[src/rtl/spi_arb_pkg.sv]
// Shared definitions for the SPI bus arbiter: state encoding, byte width and
// default sizing used by spi_bus_arbiter and rr_pick.
package spi_arb_pkg;

    localparam int BYTE_W             = 8;
    localparam int DEF_NUM_REQ        = 2;
    localparam int DEF_TIMEOUT_CYCLES = 65535;
    localparam int WDOG_W             = 16;

    typedef enum logic [1:0] {
        IDLE  = 2'd0,
        GRANT = 2'd1,
        DRAIN = 2'd2
    } arb_state_t;

    // Index width for a requester vector; a single-bit index even for n=1.
    function automatic int idx_width(input int n);
        return (n > 1) ? $clog2(n) : 1;
    endfunction

endpackage

[src/rtl/rr_pick.sv]
// Combinational round-robin picker: first asserted request at or above rr_ptr,
// wrapping at NUM_REQ-1.
module rr_pick
    import spi_arb_pkg::*;
#(
    parameter int NUM_REQ = DEF_NUM_REQ,
    parameter int IDX_W   = idx_width(NUM_REQ)
) (
    input  logic [NUM_REQ-1:0] req,
    input  logic [IDX_W-1:0]   rr_ptr,
    output logic [NUM_REQ-1:0] gnt,
    output logic [IDX_W-1:0]   gnt_idx,
    output logic               valid
);

    // NOTE: every output gets a default before the loop so no path leaves a
    // value unassigned, which would otherwise infer a latch.
    always_comb begin
        gnt     = '0;
        gnt_idx = '0;
        valid   = 1'b0;
        for (int off = 0; off < NUM_REQ; off++) begin
            if (!valid && req[(int'(rr_ptr) + off) % NUM_REQ]) begin
                valid   = 1'b1;
                gnt_idx = IDX_W'((int'(rr_ptr) + off) % NUM_REQ);
                gnt[(int'(rr_ptr) + off) % NUM_REQ] = 1'b1;
            end
        end
    end

endmodule

[src/rtl/spi_bus_arbiter.sv]
// Round-robin arbiter sharing one byte-level SPI shifter among NUM_REQ masters;
// grants last a full chip-select transaction. Optional watchdog: SPI_ARB_TIMEOUT_EN.
module spi_bus_arbiter
    import spi_arb_pkg::*;
#(
    parameter int NUM_REQ        = DEF_NUM_REQ,
    parameter int TIMEOUT_CYCLES = DEF_TIMEOUT_CYCLES
) (
    input  logic                      clk,
    input  logic                      rst,
    input  logic [NUM_REQ-1:0]        req,
    input  logic [NUM_REQ-1:0]        req_begin,
    input  logic [BYTE_W*NUM_REQ-1:0] req_send_data,
    output logic [NUM_REQ-1:0]        gnt,
    output logic [NUM_REQ-1:0]        req_end,
    output logic [BYTE_W-1:0]         rcv_data,
    output logic                      spi_begin,
    output logic [BYTE_W-1:0]         spi_send_data,
    input  logic                      spi_end,
    input  logic [BYTE_W-1:0]         spi_rcv_data,
    input  logic                      spi_cs,
    output logic                      busy,
    output logic                      timeout_err
);

    localparam int IDX_W = idx_width(NUM_REQ);

    arb_state_t         state;
    logic [IDX_W-1:0]   rr_ptr;
    logic [IDX_W-1:0]   gnt_idx;
    logic [IDX_W-1:0]   next_ptr;
    logic [IDX_W-1:0]   pick_idx;
    logic [NUM_REQ-1:0] pick_gnt;
    logic [NUM_REQ-1:0] req_eligible;
    logic               pick_valid;
    logic               in_grant;
    logic               owner_req;
    logic               wdog_abort;

    assign in_grant  = (state == GRANT);
    assign owner_req = req[gnt_idx];
    assign busy      = (state != IDLE);
    assign rcv_data  = spi_rcv_data;
    assign next_ptr  = (gnt_idx == IDX_W'(NUM_REQ - 1)) ? '0 : gnt_idx + 1'b1;

    rr_pick #(
        .NUM_REQ (NUM_REQ),
        .IDX_W   (IDX_W)
    ) u_pick (
        .req     (req_eligible),
        .rr_ptr  (rr_ptr),
        .gnt     (pick_gnt),
        .gnt_idx (pick_idx),
        .valid   (pick_valid)
    );

`ifdef SPI_ARB_TIMEOUT_EN
    logic [WDOG_W-1:0]  wdog;
    logic [NUM_REQ-1:0] locked;

    // A timed-out requester stays masked until it has dropped req once.
    assign req_eligible = req & ~locked;
    assign wdog_abort   = in_grant && owner_req && !spi_end &&
                          (wdog == WDOG_W'(TIMEOUT_CYCLES - 1));

    always_ff @(posedge clk) begin
        if (rst) begin
            wdog        <= '0;
            locked      <= '0;
            timeout_err <= 1'b0;
        end else begin
            timeout_err <= wdog_abort;
            locked      <= (locked | (wdog_abort ? gnt : '0)) & req;
            if (spi_end || (state == IDLE && pick_valid))
                wdog <= '0;
            else if (in_grant)
                wdog <= wdog + 1'b1;
        end
    end
`else
    assign req_eligible = req;
    assign wdog_abort   = 1'b0;
    assign timeout_err  = 1'b0;
`endif

    // NOTE: registered state uses non-blocking assignments so every flop
    // samples pre-edge values regardless of statement order.
    always_ff @(posedge clk) begin
        if (rst) begin
            state   <= IDLE;
            gnt     <= '0;
            gnt_idx <= '0;
            rr_ptr  <= '0;
        end else begin
            case (state)
                IDLE: begin
                    if (pick_valid) begin
                        gnt     <= pick_gnt;
                        gnt_idx <= pick_idx;
                        state   <= GRANT;
                    end
                end
                GRANT: begin
                    if (!owner_req || wdog_abort) begin
                        gnt   <= '0;
                        state <= DRAIN;
                    end
                end
                DRAIN: begin
                    if (spi_cs) begin
                        rr_ptr <= next_ptr;
                        state  <= IDLE;
                    end
                end
                default: begin
                    gnt   <= '0;
                    state <= IDLE;
                end
            endcase
        end
    end

    // Shifter-side mux follows the registered owner; begin is cut the moment
    // the owner lets go of req so no new byte can start during release.
    always_comb begin
        spi_begin     = 1'b0;
        spi_send_data = '0;
        req_end       = '0;
        if (in_grant) begin
            spi_begin        = req_begin[gnt_idx] & owner_req;
            spi_send_data    = req_send_data[int'(gnt_idx)*BYTE_W +: BYTE_W];
            req_end[gnt_idx] = spi_end;
        end
    end

endmodule
[config.mk]
export PLATFORM = sky130hd
export DESIGN_NAME = spi_bus_arbiter
export DESIGN_NICKNAME = d
export VERILOG_FILES = /design/src/rtl/spi_arb_pkg.sv /design/src/rtl/rr_pick.sv /design/src/rtl/spi_bus_arbiter.sv
export SDC_FILE = /design/constraint.sdc
export NUM_CORES = 1
export LEC_CHECK = 0
export BUFFER_PORTS_ARGS = -buffer_cell sky130_fd_sc_hd__buf_2
export CAP_MARGIN = 20
export CORE_MARGIN = 1.5
export CORE_UTILIZATION = 37
export CTS_CLUSTER_DIAMETER = 150
export DETAILED_ROUTE_END_ITERATION = 7
export PLACE_DENSITY_LB_ADDON = 0.3
export SYNTH_ARGS = -nofsm -noshare
export SYNTH_HDL_FRONTEND = slang
export SYNTH_SLANG_ARGS = --single-unit
[constraint.sdc]
create_clock -name clk -period 1.9 [get_ports clk]
set_input_delay 0.38 -clock clk [delete_from_list [all_inputs] [get_ports clk]]
set_output_delay 0.38 -clock clk [all_outputs]
set_load 0.05 [all_outputs]
==> results summary, run 1 <==
The flow ran to the end, and the final reports show no timing, DRC or antenna violations. The standard-cell row count is 13. The count of flip-flops with a built-in enable after synthesis came out at 0. The area of the die came out at 0.00172 mm2. Ranked by instance count, the synthesized netlist is headed by nor2_1 (11), buf_4 (10), mux2i_1 (9), dfxtp_1 (6), a21oi_1 (4).

The count of antenna-violating nets left after detailed routing is 0. The clock net sink count came out at 6. Setup repair after global routing left no endpoint under its margin. dfxtp_1 takes more of the synthesized area than any other cell. At the end of the flow, the number of nets in the layout was 131. The post-synthesis sequential area ratio is 22.0%. The per-instance average area after synthesis came out at 7.92 um2. For this run, the slowest stage of the critical path takes 0.41 ns. The final hold violation count came to 0. The floorplan core area is 0.00133 mm2.

The worst hold path passes through 2 cells. The share of the cycle needed by the critical path after routing is 95.0%. The final-report max-slew violation count came out at 0. The number of max-capacitance violations reported is 0. The post-route clock skew came out at 0.00314 ns. The signal arrival time at the worst endpoint came out at 1.42 ns. Once the clock tree was built, the setup fixing pass inserted 0 buffers. The fraction of synthesized cell area taken by the top area cell type is 22.0%. The global-route wire length before repair came out at 2.01 mm. The required time reported for the critical path endpoint came out at 1.52 ns. In the post-synthesis netlist, the biggest area contributors are dfxtp_1 (22%), mux2i_1 (16%), buf_4 (14%), nor2_1 (7.6%), buf_6 (4.1%).

In this run the horizontal extent of the chip is 41.4 um. Traced cell by cell, the critical path runs through or2b_1 > a21oi_1 > buf_2. The maximum buffer depth of the clock tree came out at 2. The highest clock frequency the design can meet is 554 MHz. The final total negative setup slack is 0 ns. The via count normalized by instance count is 4.96.

Once placement finished, the instance area stood at 656 um2. The clock-pin transition on the worst setup and hold timing paths is 0.05 ns. The cell sitting at the root of the clock tree is a clkbuf_4. The leakage power total is 0.000340 uW.

Across all layers, the routed design uses 556 vias. The worst min-delay path endpoint is gnt_idx$_SDFFE_PP0P_. The register-to-register path setup slack is 0.59 ns. The number of H-tree levels came out at 1. The sort of element at the end of the critical path is an output port.

The total routing resource utilization after global routing came out at 14.5%. The count of mapped cells out of synthesis is 69. Counting flops with an async set or reset pin after synthesis yields a share of 0%. The shortest period the worst path allows is 1.80 ns.

The count of unresolved DRC violations after routing is 0. The number of distinct library cells after synthesis came out at 25. The peak fanout along the critical path came out at 11. The critical-path cell with the highest stage delay is dfxtp_2.

The worst path meets setup with 0.0953 ns of slack. After the first detailed-routing iteration, the DRC count stood at 4. The power per cell area is 675 mW/mm2. Wires add up to 1.29 mm. Summed over all nets, the half-perimeter wirelength after detailed placement is 1.02 mm. The commonest register cell after synthesis is dfxtp_1. The beginning of the worst hold path is rst. The clock latency of the later-clocked register in the worst-skew pair came out at 0.24 ns. The placer's final routability congestion estimate came out at 0.707. The number of global-route vias before repair is 446.

The number of antenna diodes came out at 0. The number of clock buffers inserted by TritonCTS is 3. In the final routed layout, each cell accounts on average for 11.5 um. nor2_1 is the most common cell in the netlist. The reg-to-reg critical path startpoint is gnt_idx$_SDFFE_PP0P_. The worst vdd rail ir drop came out at 0.000351 V. The largest net degree at the start of global routing came out at 13.

The minimum setup slack after placement is 0.283 ns. The cell area after layout is 681 um2. Synthesis inferred 6 register bits. The critical path start-end classification is flop to output port. The total setup violations reported at the end of the flow came out at 0. The net count of the mapped netlist came out at 101.

STA classifies the critical path startpoint as a flop. The vertical extent of the die is 41.4 um. The worst hold path belongs to the class input port to flop. The total I/O pin count is 55. The number of optimization iterations in the first detailed-route pass came out at 4. For this configuration, the core starts out at a cell density of 41.0%. The post-synthesis cell area is 547 um2.

The endpoint identified for the worst register-to-register timing path is gnt[1]$_SDFFE_PP0P_. Yosys printed 0 warnings. The depth of the worst register-to-register path is 4. The area growth from synthesis to final layout is 24.5%. TritonCTS built the clock tree. The count of input and output buffers came out at 37. The initial antenna violation count is 0. The ratio of cells with drive above 1 in the final layout is 46.4%. The global-route congestion overflow total came out at 0.
where the power goes:
part	internal [uW]	switching [uW]
sequential	136	15.9
combinational	63.8	126
clock	71.5	46.7
total	271	189
placed cells by master (no fill, tap or decap), drive strengths merged:
cell    instances
clkbuf          3
o21bai          1
or3             1
inv             1
nor2           11
nand3           3
nand4b          2
or2b            1
conb            1
and3            1
nor3b           1
mux2            1
nand2           3
and2b           1
a211oi          1
o21ai           1
dfxtp           6
a31oi           2
a21bo           1
mux2i           9
a21oi           4
nand3b          3
nand2b          1
buf            38
state kept, by name (all words and copies together) (netlist names):
register / count
rr_ptr: 1
gnt: 2
gnt_idx: 1
state: 2
cell type report:
class                      instances  area (um2)
fill                             143         653
multi-input combinational         49         320
timing repair buffer              38         193
sequential                         6         123
clock buffer                       3        22.5
tap                               15        18.8
inverter                           1        3.75
critical path: cells and delay by family (launching register included):
kind,cells,cell delay [ns]
flip-flops,1,0.41
AO/OA/AOI/OAI,1,0.15
buffers and inverters,1,0.27
AND/OR/NAND/NOR,1,0.35
metrics by stage:
step           power [uW]  utilization [%]  instances  hold WS [ns]
2_1_floorplan         342                -         69         0.449
3_3_place_gp          342             49.2        109         0.494
3_5_place_dp          343             49.2        109         0.490
4_1_cts               463             50.8        112         0.376
5_1_grt               491             51.0        112         0.369
6_report              460             51.0        112         0.377
layer usage:
metal	global-route usage (%)	vias up	share of wire, %
met5	0	-	0
met4	2.58	0	0
li1	-	287	-
met2	20.6	18	46
met1	19.8	251	48
met3	6.96	0	6.6
cells by family (layout without fill, tap and decap cells):
logic type,count (synthesis),count (layout),synth area share (%)
compound gates,10,10,11.4
buf+inv,14,42,19.4
flops,6,6,22.0
mux,10,10,19.2
other cells,1,1,0.686
simple gates,28,28,27.2
worst max-delay path by stage:
stage	from	end	cells past startpoint
finish	state[0]$_SDFFE_PP0P_	spi_begin	3
global placement	state[0]$_SDFFE_PP0P_	spi_begin	3
global route	state[0]$_SDFFE_PP0P_	spi_begin	3
floorplan	state[1]$_SDFFE_PP0P_	spi_begin	3
detailed placement	state[0]$_SDFFE_PP0P_	spi_begin	3
CTS	state[0]$_SDFFE_PP0P_	spi_begin	3
what timing repair did:
item	4_1_cts	5_1_grt
endpoints found under the setup margin	0	9
resized for setup	0	2
hold buffers	0	0
hold endpoints to repair	0	0
Power figures use the tool's default switching activity.
==> inputs of run 2 (changes only) <==
--- a/config.mk
+++ b/config.mk
@@ -10,3 +10,3 @@
 export CORE_MARGIN = 1.5
-export CORE_UTILIZATION = 37
+export CORE_UTILIZATION = 34
 export CTS_CLUSTER_DIAMETER = 150
==> constraint.sdc (replaced) <==
create_clock -name clk -period 1.9 [get_ports clk]
set_input_delay 0.285 -clock clk [delete_from_list [all_inputs] [get_ports clk]]
set_output_delay 0.285 -clock clk [all_outputs]
set_load 0.05 [all_outputs]
==> results summary, run 2 (synthesized netlist as in run 1, its figures left out) <==
The run finished with clean final reports. The area growth from synthesis to final layout came to 24.5% (unchanged). Leaving out fill and tap cells, the most frequent cells in the layout are buf_2 (37), nor2_1 (11), mux2i_1 (9).

The clock-pin transition on the worst setup and hold timing paths came to 0.05 ns (about the same). The final hold violation count came to 0 (unchanged). TritonCTS built the clock tree. The floorplan core area is 0.00151 mm2 (+13%). The sum of routed wire length over all layers is 1.33 mm (+3.2%). The required time reported for the critical path endpoint is 1.62 ns (+0.10 ns). The met3 track utilization from global routing came out at 5.53% (-1.4 points).

The global-route wire length before repair is 2.02 mm (+0.70%). The standard-cell row count was 14 (+1). The cell area after layout was 681 um2 (unchanged). The worst register-to-register path ends at gnt[0]$_SDFFE_PP0P_. The number of optimization iterations in the first detailed-route pass is 4 (unchanged). The ratio of cells with drive above 1 in the final layout is 45.4% (-1.0 points). The number of antenna diodes was 0 (unchanged). The placer's final routability congestion estimate is 0.711 (+0.58%). The number of H-tree levels is 1 (unchanged).

The total I/O pin count is 55 (unchanged). The number of clock buffers inserted by TritonCTS came out at 3 (unchanged). The maximum buffer depth of the clock tree is 2 (unchanged). The total setup violations reported at the end of the flow was 0 (unchanged). The die width is 43.1 um (+4.0%). The most used routing layer in global routing is met2.

The cts-stage hold buffer count came out at 0 (unchanged). The worst vdd rail ir drop is 0.000466 V (+33%). The worst min-delay path endpoint is gnt_idx$_SDFFE_PP0P_. The count of antenna-violating nets left after detailed routing came to 0 (unchanged). The type of the tightest min-delay check is input port to flop. Traced cell by cell, the critical path runs through or2b_1 > a21oi_1 > buf_2.

The met2 capacity usage during global routing came out at 22.7% (+2.1 points). Setup repair after global routing left no endpoint under its margin. The starting utilization of the core area came out at 36.3% (-4.7 points).

The number of nets in the final layout came out at 131 (unchanged). The total routing resource utilization after global routing came out at 14.3% (-0.15 points). The via count of the routed design is 553 (-0.54%). The startpoint identified for the worst register-to-register timing path is gnt_idx$_SDFFE_PP0P_. The number of resized instances in the post-cts repair step came out at 0 (unchanged). The routing usage on met1 was 17.7% (-2.1 points).

The depth of the worst register-to-register path is 3 (-1). The number of global-route vias before repair was 460 (+3.1%). The share of the cycle needed by the critical path after routing is 86.7% (-8.3 points). The shortest period the worst path allows is 1.65 ns (-0.157 ns). The clock net sink count is 6 (unchanged). The largest registers in the layout are gnt: 2 flops, state: 2 flops. The highest clock frequency the design can meet is 607 MHz (+9.6%). The cell count of the worst hold path is 2 (unchanged). The startpoint identified for the worst hold timing path is rst. The area of the die came out at 0.00186 mm2 (+8.2%).

The delay of the slowest critical-path stage is 0.35 ns (-0.06 ns). The count of input and output buffers came out at 37 (unchanged). The average wire length per cell after detail routing is 11.8 um (+2.3%). The DRC marker count from the first detailed-route iteration is 10 (+6). The nature of the critical path startpoint is a flop. The worst setup path is captured at an output port.

The power per cell area is 678 mW/mm2 (+0.41%). The initial antenna violation count is 0 (unchanged). The register-to-register path setup slack came out at 0.70 ns (+0.11 ns).

The clock tree root driver cell is clkbuf_4. The placement-stage cell area is 657 um2 (+0.19%). The post-route clock skew is 0.00733 ns (+0.00418 ns). The sequential cell area in the final layout came out at 121 um2 (-1.0%). The fill cell instance count of the final layout is 159 (+11%). The final total negative setup slack is 0 ns (unchanged). The global-route congestion overflow total is 0 (unchanged). The leakage power total is 0.000339 uW (-0.13%). The library cell used most frequently in the layout, excluding fill and tap cells, is buf_2. The largest net degree at the start of global routing is 17 (+4). The number of max-capacitance violations reported is 0 (unchanged). The critical-path cell with the highest stage delay is or2b_1.

The vertical extent of the die came out at 43.1 um (+4.0%). The worst setup path is of the flop to output port kind. The via count normalized by instance count is 4.89 (-1.4%). The peak fanout along the critical path came out at 9 (-2). The number of buffers inserted to repair setup after CTS came to 0 (unchanged). The clock latency of the later-clocked register in the worst-skew pair came out at 0.25 ns (about the same). The combined area of the multi-input logic cells is 320 um2 (unchanged). The signal arrival time at the worst endpoint came out at 1.36 ns (-0.06 ns). The count of unresolved DRC violations after routing came to 0 (unchanged). The final-report max-slew violation count was 0 (unchanged).
==> run 2: stage by stage <==
stage          setup slack [ns]  total power (uW)  instances  utilization (%)  hold slack, ns
2_1_floorplan             0.150               342         69                -           0.354
3_3_place_gp              0.313               342        110             43.6           0.477
3_5_place_dp              0.295               345        110             43.6           0.488
4_1_cts                  0.0274               467        113             45.1           0.287
5_1_grt                   0.152               491        113             45.2           0.298
6_report                  0.253               462        113             45.2           0.287
==> run 2: where the power goes <==
| part | switching (uW) | internal [uW] | total (uW) |
|---|---|---|---|
| Combinational | 129 | 64.6 | 193 |
| Sequential | 13.1 | 135 | 148 |
| Clock | 48.4 | 71.6 | 120 |
| Total | 190 | 271 | 462 |
==> run 2: worst max-delay path, delay by kind of cell, from the launching register on <==
kind                   cells  cell delay, ns
and+or+nand+nor            1            0.35
AOI/OAI and AO/OA          1            0.15
DFF                        1            0.34
buffers and inverters      1            0.28
==> run 2: how the worst max path moves through the flow <==
stage | start | endpoint | slack, ns
after floorplan | state[1]$_SDFFE_PP0P_ | spi_begin | 0.15
after global placement | gnt_idx$_SDFFE_PP0P_ | spi_begin | 0.31
after CTS | gnt_idx$_SDFFE_PP0P_ | spi_begin | 0.03
final | state[1]$_SDFFE_PP0P_ | spi_begin | 0.25
after detailed placement | gnt_idx$_SDFFE_PP0P_ | spi_begin | 0.29
after global routing | state[1]$_SDFFE_PP0P_ | spi_send_data[3] | 0.15
==> run 2: cell type report <==
cell class | count | share of cell area [%]
Clock buffer | 3 | 3.31
Inverter | 1 | 0.551
Multi-Input combinational cell | 49 | 47.1
Sequential cell | 6 | 17.8
Tap cell | 16 | 2.94
Timing Repair Buffer | 38 | 28.3
==> run 2: layer usage <==
layer | up-vias | wire (um)
li1 | 287 | -
met1 | 244 | 516
met2 | 20 | 694
met3 | 2 | 106
met4 | 0 | 12
met5 | - | 0
